File: config.mk
export PLATFORM = sky130hd
export DESIGN_NAME = dds_am_gen
export DESIGN_NICKNAME = d
export VERILOG_FILES = /design/src/rtl/dds_am_pkg.sv /design/src/rtl/dds_sine_lut.sv /design/src/rtl/dds_am_gen.sv
export SDC_FILE = /design/constraint.sdc
export NUM_CORES = 1
export LEC_CHECK = 0
export ABC_AREA = 1
export CORE_ASPECT_RATIO = 1.2
export CORE_MARGIN = 2
export CORE_UTILIZATION = 30
export CTS_CLUSTER_DIAMETER = 40
export CTS_CLUSTER_SIZE = 30
export DETAILED_ROUTE_END_ITERATION = 8
export MAX_ROUTING_LAYER = met4
export SLEW_MARGIN = 20
export SYNTH_ARGS = -nofsm -noshare
export SYNTH_HDL_FRONTEND = slang
export SYNTH_HIERARCHICAL = 1
export SYNTH_SLANG_ARGS = --single-unit
export TNS_END_PERCENT = 10
File: constraint.sdc
create_clock -name clk -period 19.01 [get_ports clk]
set_input_delay 2.8515 -clock clk [delete_from_list [all_inputs] [get_ports clk]]
set_output_delay 2.8515 -clock clk [all_outputs]
set_load 0.05 [all_outputs]
File: src/rtl/dds_am_pkg.sv
// Shared types and default sizing for the DDS amplitude-modulation generator.
package dds_am_pkg;

   localparam int DW_DEF = 8;
   localparam int PW_DEF = 24;
   localparam int LW_DEF = 8;

   typedef enum logic [1:0] {
      MODE_CW   = 2'd0,
      MODE_AM   = 2'd1,
      MODE_DSB  = 2'd2,
      MODE_MUTE = 2'd3
   } mode_t;

endpackage

File: src/rtl/dds_sine_lut.sv
// Sine ROM with registered read. DDS_AM_QUARTER_LUT_EN selects a quarter-wave table
// rebuilt by symmetry; the output stream and the one-cycle latency do not change.
module dds_sine_lut #(
   parameter int DW = 8,
   parameter int LW = 8
) (
   input  logic                 clk,
   input  logic                 rst,
   input  logic [LW-1:0]        addr,
   output logic signed [DW-1:0] data
);

   localparam real PI = 3.14159265358979323846;

   // Round half away from zero so the table is exactly odd-symmetric.
   function automatic logic signed [DW-1:0] sine_val(input int i);
      real x;
      int  r;
      x = (2.0 ** (DW - 1) - 1.0) * $sin(2.0 * PI * real'(i) / (2.0 ** LW));
      if (x >= 0.0) r = $rtoi(x + 0.5);
      else          r = -$rtoi(0.5 - x);
      return r[DW-1:0];
   endfunction

`ifdef DDS_AM_QUARTER_LUT_EN
   localparam int QN = 2 ** (LW - 2);

   logic signed [DW-1:0] rom [0:QN];
   logic [LW-2:0]        qidx;
   logic                 neg;

   for (genvar gi = 0; gi <= QN; gi++) begin : g_rom
      assign rom[gi] = sine_val(gi);
   end

   // Odd quadrants read the table backwards; the lower half-wave is negated.
   always_comb begin
      qidx = {1'b0, addr[LW-3:0]};
      if (addr[LW-2]) qidx = (LW-1)'(QN) - {1'b0, addr[LW-3:0]};
      neg = addr[LW-1];
   end

   always_ff @(posedge clk or posedge rst) begin
      if (rst) data <= '0;
      else     data <= neg ? -rom[qidx] : rom[qidx];
   end
`else
   logic signed [DW-1:0] rom [0:2**LW-1];

   for (genvar gi = 0; gi < 2 ** LW; gi++) begin : g_rom
      assign rom[gi] = sine_val(gi);
   end

   always_ff @(posedge clk or posedge rst) begin
      if (rst) data <= '0;
      else     data <= rom[addr];
   end
`endif

endmodule

File: src/rtl/dds_am_gen.sv
// Two-tone DDS with CW / AM / DSB-SC / mute output and a fixed 3-cycle pipeline.
// Sine table size is selected by DDS_AM_QUARTER_LUT_EN (see dds_sine_lut).
module dds_am_gen
   import dds_am_pkg::*;
#(
   parameter int DW = DW_DEF,
   parameter int PW = PW_DEF,
   parameter int LW = LW_DEF
) (
   input  logic                 clk,
   input  logic                 rst,
   input  logic                 en,
   input  logic                 phase_clr,
   input  logic                 cfg_load,
   input  logic [PW-1:0]        fcw_c,
   input  logic [PW-1:0]        fcw_s,
   input  logic [DW-1:0]        depth,
   input  logic [1:0]           mode,
   output logic signed [DW-1:0] sin_c,
   output logic signed [DW-1:0] sin_s,
   output logic signed [DW-1:0] am_out,
   output logic                 out_valid
);

   localparam int XW  = 2 * DW + 3;
   localparam int DPW = 2 * DW + 1;
   localparam logic signed [DW+1:0] ENV_BIAS = (DW+2)'(2 ** (DW - 1));

   logic [PW-1:0]        fcw_c_reg, fcw_s_reg, acc_c_reg, acc_s_reg;
   logic [DW-1:0]        depth_reg, depth0_reg;
   mode_t                mode_reg, mode0_reg, mode1_reg;
   logic [LW-1:0]        addr_c, addr_s;
   logic signed [DW-1:0] lut_c, lut_s;
   logic                 v0_reg, v1_reg, v2_reg;
   logic signed [DW-1:0] sc1_reg, ss1_reg, sc2_reg, ss2_reg, am2_reg;
   logic signed [DW+1:0] env1_reg, env_next;
   logic signed [DPW-1:0] dprod;
   logic signed [XW-1:0] prod, scaled;
   logic signed [DW-1:0] am_next;

   function automatic logic signed [DW-1:0] sat(input logic signed [XW-1:0] v);
      if (&v[XW-1:DW-1] || ~|v[XW-1:DW-1]) return v[DW-1:0];
      else if (v[XW-1])                     return {1'b1, {(DW-1){1'b0}}};
      else                                  return {1'b0, {(DW-1){1'b1}}};
   endfunction

   // The sample launched on a clear edge reads phase 0, not the stale phase.
   assign addr_c = phase_clr ? '0 : acc_c_reg[PW-1 -: LW];
   assign addr_s = phase_clr ? '0 : acc_s_reg[PW-1 -: LW];

   always_ff @(posedge clk or posedge rst) begin
      if (rst) begin
         acc_c_reg <= '0;
         acc_s_reg <= '0;
         fcw_c_reg <= '0;
         fcw_s_reg <= '0;
         depth_reg <= '0;
         mode_reg  <= MODE_CW;
      end else begin
         if (phase_clr) begin
            acc_c_reg <= '0;
            acc_s_reg <= '0;
         end else if (en) begin
            acc_c_reg <= acc_c_reg + fcw_c_reg;
            acc_s_reg <= acc_s_reg + fcw_s_reg;
         end
         if (cfg_load) begin
            fcw_c_reg <= fcw_c;
            fcw_s_reg <= fcw_s;
            depth_reg <= depth;
            mode_reg  <= mode_t'(mode);
         end
      end
   end

   dds_sine_lut #(.DW(DW), .LW(LW)) u_lut_c (
      .clk  (clk),
      .rst  (rst),
      .addr (addr_c),
      .data (lut_c)
   );

   dds_sine_lut #(.DW(DW), .LW(LW)) u_lut_s (
      .clk  (clk),
      .rst  (rst),
      .addr (addr_s),
      .data (lut_s)
   );

   always_comb begin
      dprod    = DPW'($signed({1'b0, depth0_reg})) * DPW'(lut_s);
      env_next = ENV_BIAS + (DW+2)'(dprod >>> DW);
   end

   always_comb begin
      prod    = '0;
      scaled  = '0;
      am_next = '0;
      case (mode1_reg)
         MODE_CW: am_next = sc1_reg;
         MODE_AM: begin
            prod    = XW'(sc1_reg) * XW'(env1_reg);
            scaled  = prod >>> DW;
            am_next = sat(scaled);
         end
         MODE_DSB: begin
            prod    = XW'(sc1_reg) * XW'(ss1_reg);
            scaled  = prod >>> (DW - 1);
            am_next = sat(scaled);
         end
         MODE_MUTE: am_next = '0;
         default:   am_next = '0;
      endcase
   end

   // Mode and depth ride along with each sample so a reconfiguration never
   // touches samples already in flight.
   always_ff @(posedge clk or posedge rst) begin
      if (rst) begin
         v0_reg     <= 1'b0;
         v1_reg     <= 1'b0;
         v2_reg     <= 1'b0;
         mode0_reg  <= MODE_CW;
         mode1_reg  <= MODE_CW;
         depth0_reg <= '0;
         sc1_reg    <= '0;
         ss1_reg    <= '0;
         env1_reg   <= '0;
         sc2_reg    <= '0;
         ss2_reg    <= '0;
         am2_reg    <= '0;
         out_valid  <= 1'b0;
         sin_c      <= '0;
         sin_s      <= '0;
         am_out     <= '0;
      end else begin
         v0_reg     <= en;
         mode0_reg  <= mode_reg;
         depth0_reg <= depth_reg;
         v1_reg     <= v0_reg;
         mode1_reg  <= mode0_reg;
         sc1_reg    <= lut_c;
         ss1_reg    <= lut_s;
         env1_reg   <= env_next;
         v2_reg     <= v1_reg;
         sc2_reg    <= sc1_reg;
         ss2_reg    <= ss1_reg;
         am2_reg    <= am_next;
         out_valid  <= v2_reg;
         if (v2_reg) begin
            sin_c  <= sc2_reg;
            sin_s  <= ss2_reg;
            am_out <= am2_reg;
         end
      end
   end

endmodule

==> impl_results.md <==
* Period utilisation layout at 0.285
* GPL Wtd Cong at 0.935
* Worst Setup End Kind: register
* Syn-to-layout area delta at 14.4%
* Placement Rows at 107
* Placed cell area at 23400 um2
* # setup viols final at 0
* Worst-Skew Late Latency at 0.57 ns
* Max Fclk at 185 MHz
* Cells after DPL at 3923
* Crit-path slowest cell: nor2_1
* Worst rel slew slack at 0.283
* Cell mode on critical path: nand2_1
* Met3 wire len at 2.59 mm
* Sequential cell area fraction in the yosys report at 0.245
* Setup Skew at 0.0218 ns
* GRT overflow at 0
* CP delay by family, top: simple AND/OR/NAND/NOR gates
* Yosys Warn Count at 6
* Fraction of layout cells with a size suffix above 1 at 0.0760
* Multi-input gate area at 13900 um2
* I/O pins at 88
* H-tree depth at 2
* CORE AREA at 71200 um2
* Drt first pass iters at 6
* Worst Hold Class: reg -> reg
* Peak supply drop at 0.0658 mV
* Worst path bufs/invs at 6
* RSZ-0062 raised after global routing: false
* Area leader, netlist: dfrtp_1
* I/O Buffers at 87
* Ys flop type: dfrtp_1
* Post-synth EDFFs at 0
* Cells after Synth at 2982
* Hold Buf Count CTS at 0
* DR WL/cell at 15.1 um
* DRC violations left at 0
* Syn_nets at 3372
* DP HPWL at 46.6 mm
* Top cell type's share of synthesized area at 0.245
* Vias in the first global route at 19600
* Max-capacitance violation count at 0
* CTS tree: done
* Initial core utilization at 0.304
* Inserted Clock Buffers at 39
* Most numerous cell in the Yosys netlist: nand2_1
* Synthesized area per cell at 7.27 um2
* Clock Path Buffers at 3
* Worst-path fanout max at 22
* Tmin final at 5.41 ns
* Die area at 74400 um2
* Die Y at 298 um
* CTS clk-pin slew, worst paths at 0.05 ns
* First-pass GRT wire length at 100 mm
* Status: complete, no violations
* Lkg Pwr at 0.0135 uW
* Met2 routed WL at 30.0 mm
* Worst setup path class: in -> reg
* Register area at 5310 um2
* Final Hold Fails at 0
* Antenna violations before repair at 4
* Final #Nets at 3428
* Synthesized flop and latch total at 212
* Worst setup SP type: input port
* Filler cells at 7638
* Synth top area cells: dfrtp_1, nand2_1, fa_1
* Routed WL at 60.4 mm
* PwrDens at 115 nW/um2
* Initial DRC Count at 1022
* Post-cts sizing count at 0
* Vias per cell at 4.75
* GRT Total Usage at 0.171
* Wire length on met1 at 25.4 mm
* Largest net degree at the start of global routing at 131
* Critical Path AT at 5.87 ns
* CTS root buf: clkbuf_16
* Synthesized cell area at 21700 um2
* Slowest stage delay, CP at 0.59 ns
* DR vias at 19000
* Die Width at 249 um
* Worst-path cell chain: clkdlybuf4s50_1 -> buf_4 -> nor2_1 -> inv_1 -> ha_1 -> inv_1 -> nand2_1 -> nand3_1 -> nand2_1 -> nand2_1 -> nand2_1 -> inv_1 -> nand2_1 -> nand2_1 -> nand2_1 -> nand2_1 -> inv_1
* Final ANT Viol Nets at 0
* Fin Setup TNS at 0 ns
* Postcts setup bufs at 0
* Final Instance Count excl. Fillers at 3995
* Slew @ Worst Pin at 1.07 ns
* Post-route cell area at 24800 um2
* Commonest cells in the netlist: nand2_1, inv_1, dfrtp_1, nor2_1, nand3_1
* Max Used Layer: met4
* Slew Limit Fails at 0
* Async set-reset flop share out of synthesis at 1.00
* Sinks on Clock Net at 212
* Worst Path Required at 19.46 ns
* Synth unique cells at 52
[cells by family (layout without fill, tap and decap cells)]
| family | after synthesis | count (layout) | synth area share |
|---|---|---|---|
| AOI/OAI and AO/OA | 314 | 314 | 0.0807 |
| xor gates and xnor gates | 35 | 35 | 0.0141 |
| adders and majority gates | 327 | 327 | 0.243 |
| buffers and inverters | 641 | 726 | 0.116 |
| DFF | 212 | 212 | 0.245 |
| muxes | 82 | 82 | 0.0426 |
| other | 0 | 2 | 0 |
| and+or+nand+nor | 1371 | 1371 | 0.260 |
[per-stage QoR]
stage / setup WS, ns / hold slack [ns] / util / power [uW]
finish: 13.60 / 0.348 / 0.348 / 2860
global route: 13.19 / 0.347 / 0.348 / 3160
CTS: 13.63 / 0.348 / 0.348 / 2900
detailed placement: 13.07 / 0.339 / 0.329 / 2160
global placement: 13.16 / 0.337 / 0.329 / 2150
floorplan: 10.82 / 0.331 / - / 1770
[metal layers]
layer  vias to the layer above  GRT usage
li1                       9399          -
met1                      8981      0.198
met2                       436      0.298
met3                       149     0.0228
met4                         0     0.0713
met5                         -          -
[where the power goes]
part           internal [uW]  leakage [uW]  total, uW  switching [uW]
Clock                    442      0.000662        718             276
Sequential               550       0.00266        678             127
Combinational            546        0.0101       1460             917
Total                   1540        0.0135       2860            1320
[final timing paths]
path / from / end / slack [ns] / cells past startpoint
worst min register to register: u_lut_c/data[0] / sc1_reg[0] / 0.35 / 0
max in group asynchronous: rst / acc_s_reg[13] / 14.54 / 3
worst max register to register: sc1_reg[7] / am2_reg[3] / 13.63 / 21
min in group asynchronous: rst / u_lut_s/data[2] / 2.86 / 2
worst max-delay path: phase_clr / u_lut_c/data[1] / 13.60 / 17
worst min-delay path: u_lut_c/data[0] / sc1_reg[0] / 0.35 / 0
[cell type report]
cell class                 count  share of cell area
multi-input combinational   2129               0.559
sequential                   212               0.214
inverter                     551              0.0839
tap                          926              0.0467
clock buffer                  43              0.0408
timing repair buffer         105              0.0405
clock inverter                27              0.0148
antenna                        2            0.000202
[cell usage in the layout, fill, tap and decap left out, types with 11 or more instances in the layout]
cell type and n:
xor2_1 16, xnor2_1 19, o21ai_0 109, buf_4 19
nand2_1 903, o21ai_1 15, nor2_2 13, dfrtp_1 212
a21oi_1 128, nor2_1 195, nand3_1 182, fa_1 155
clkbuf_16 39, ha_1 172, mux2_2 82, inv_1 535
nand2_2 11, nand4_1 25, clkdlybuf4s50_1 86
No activity file was read; power rests on OpenSTA's default activity.
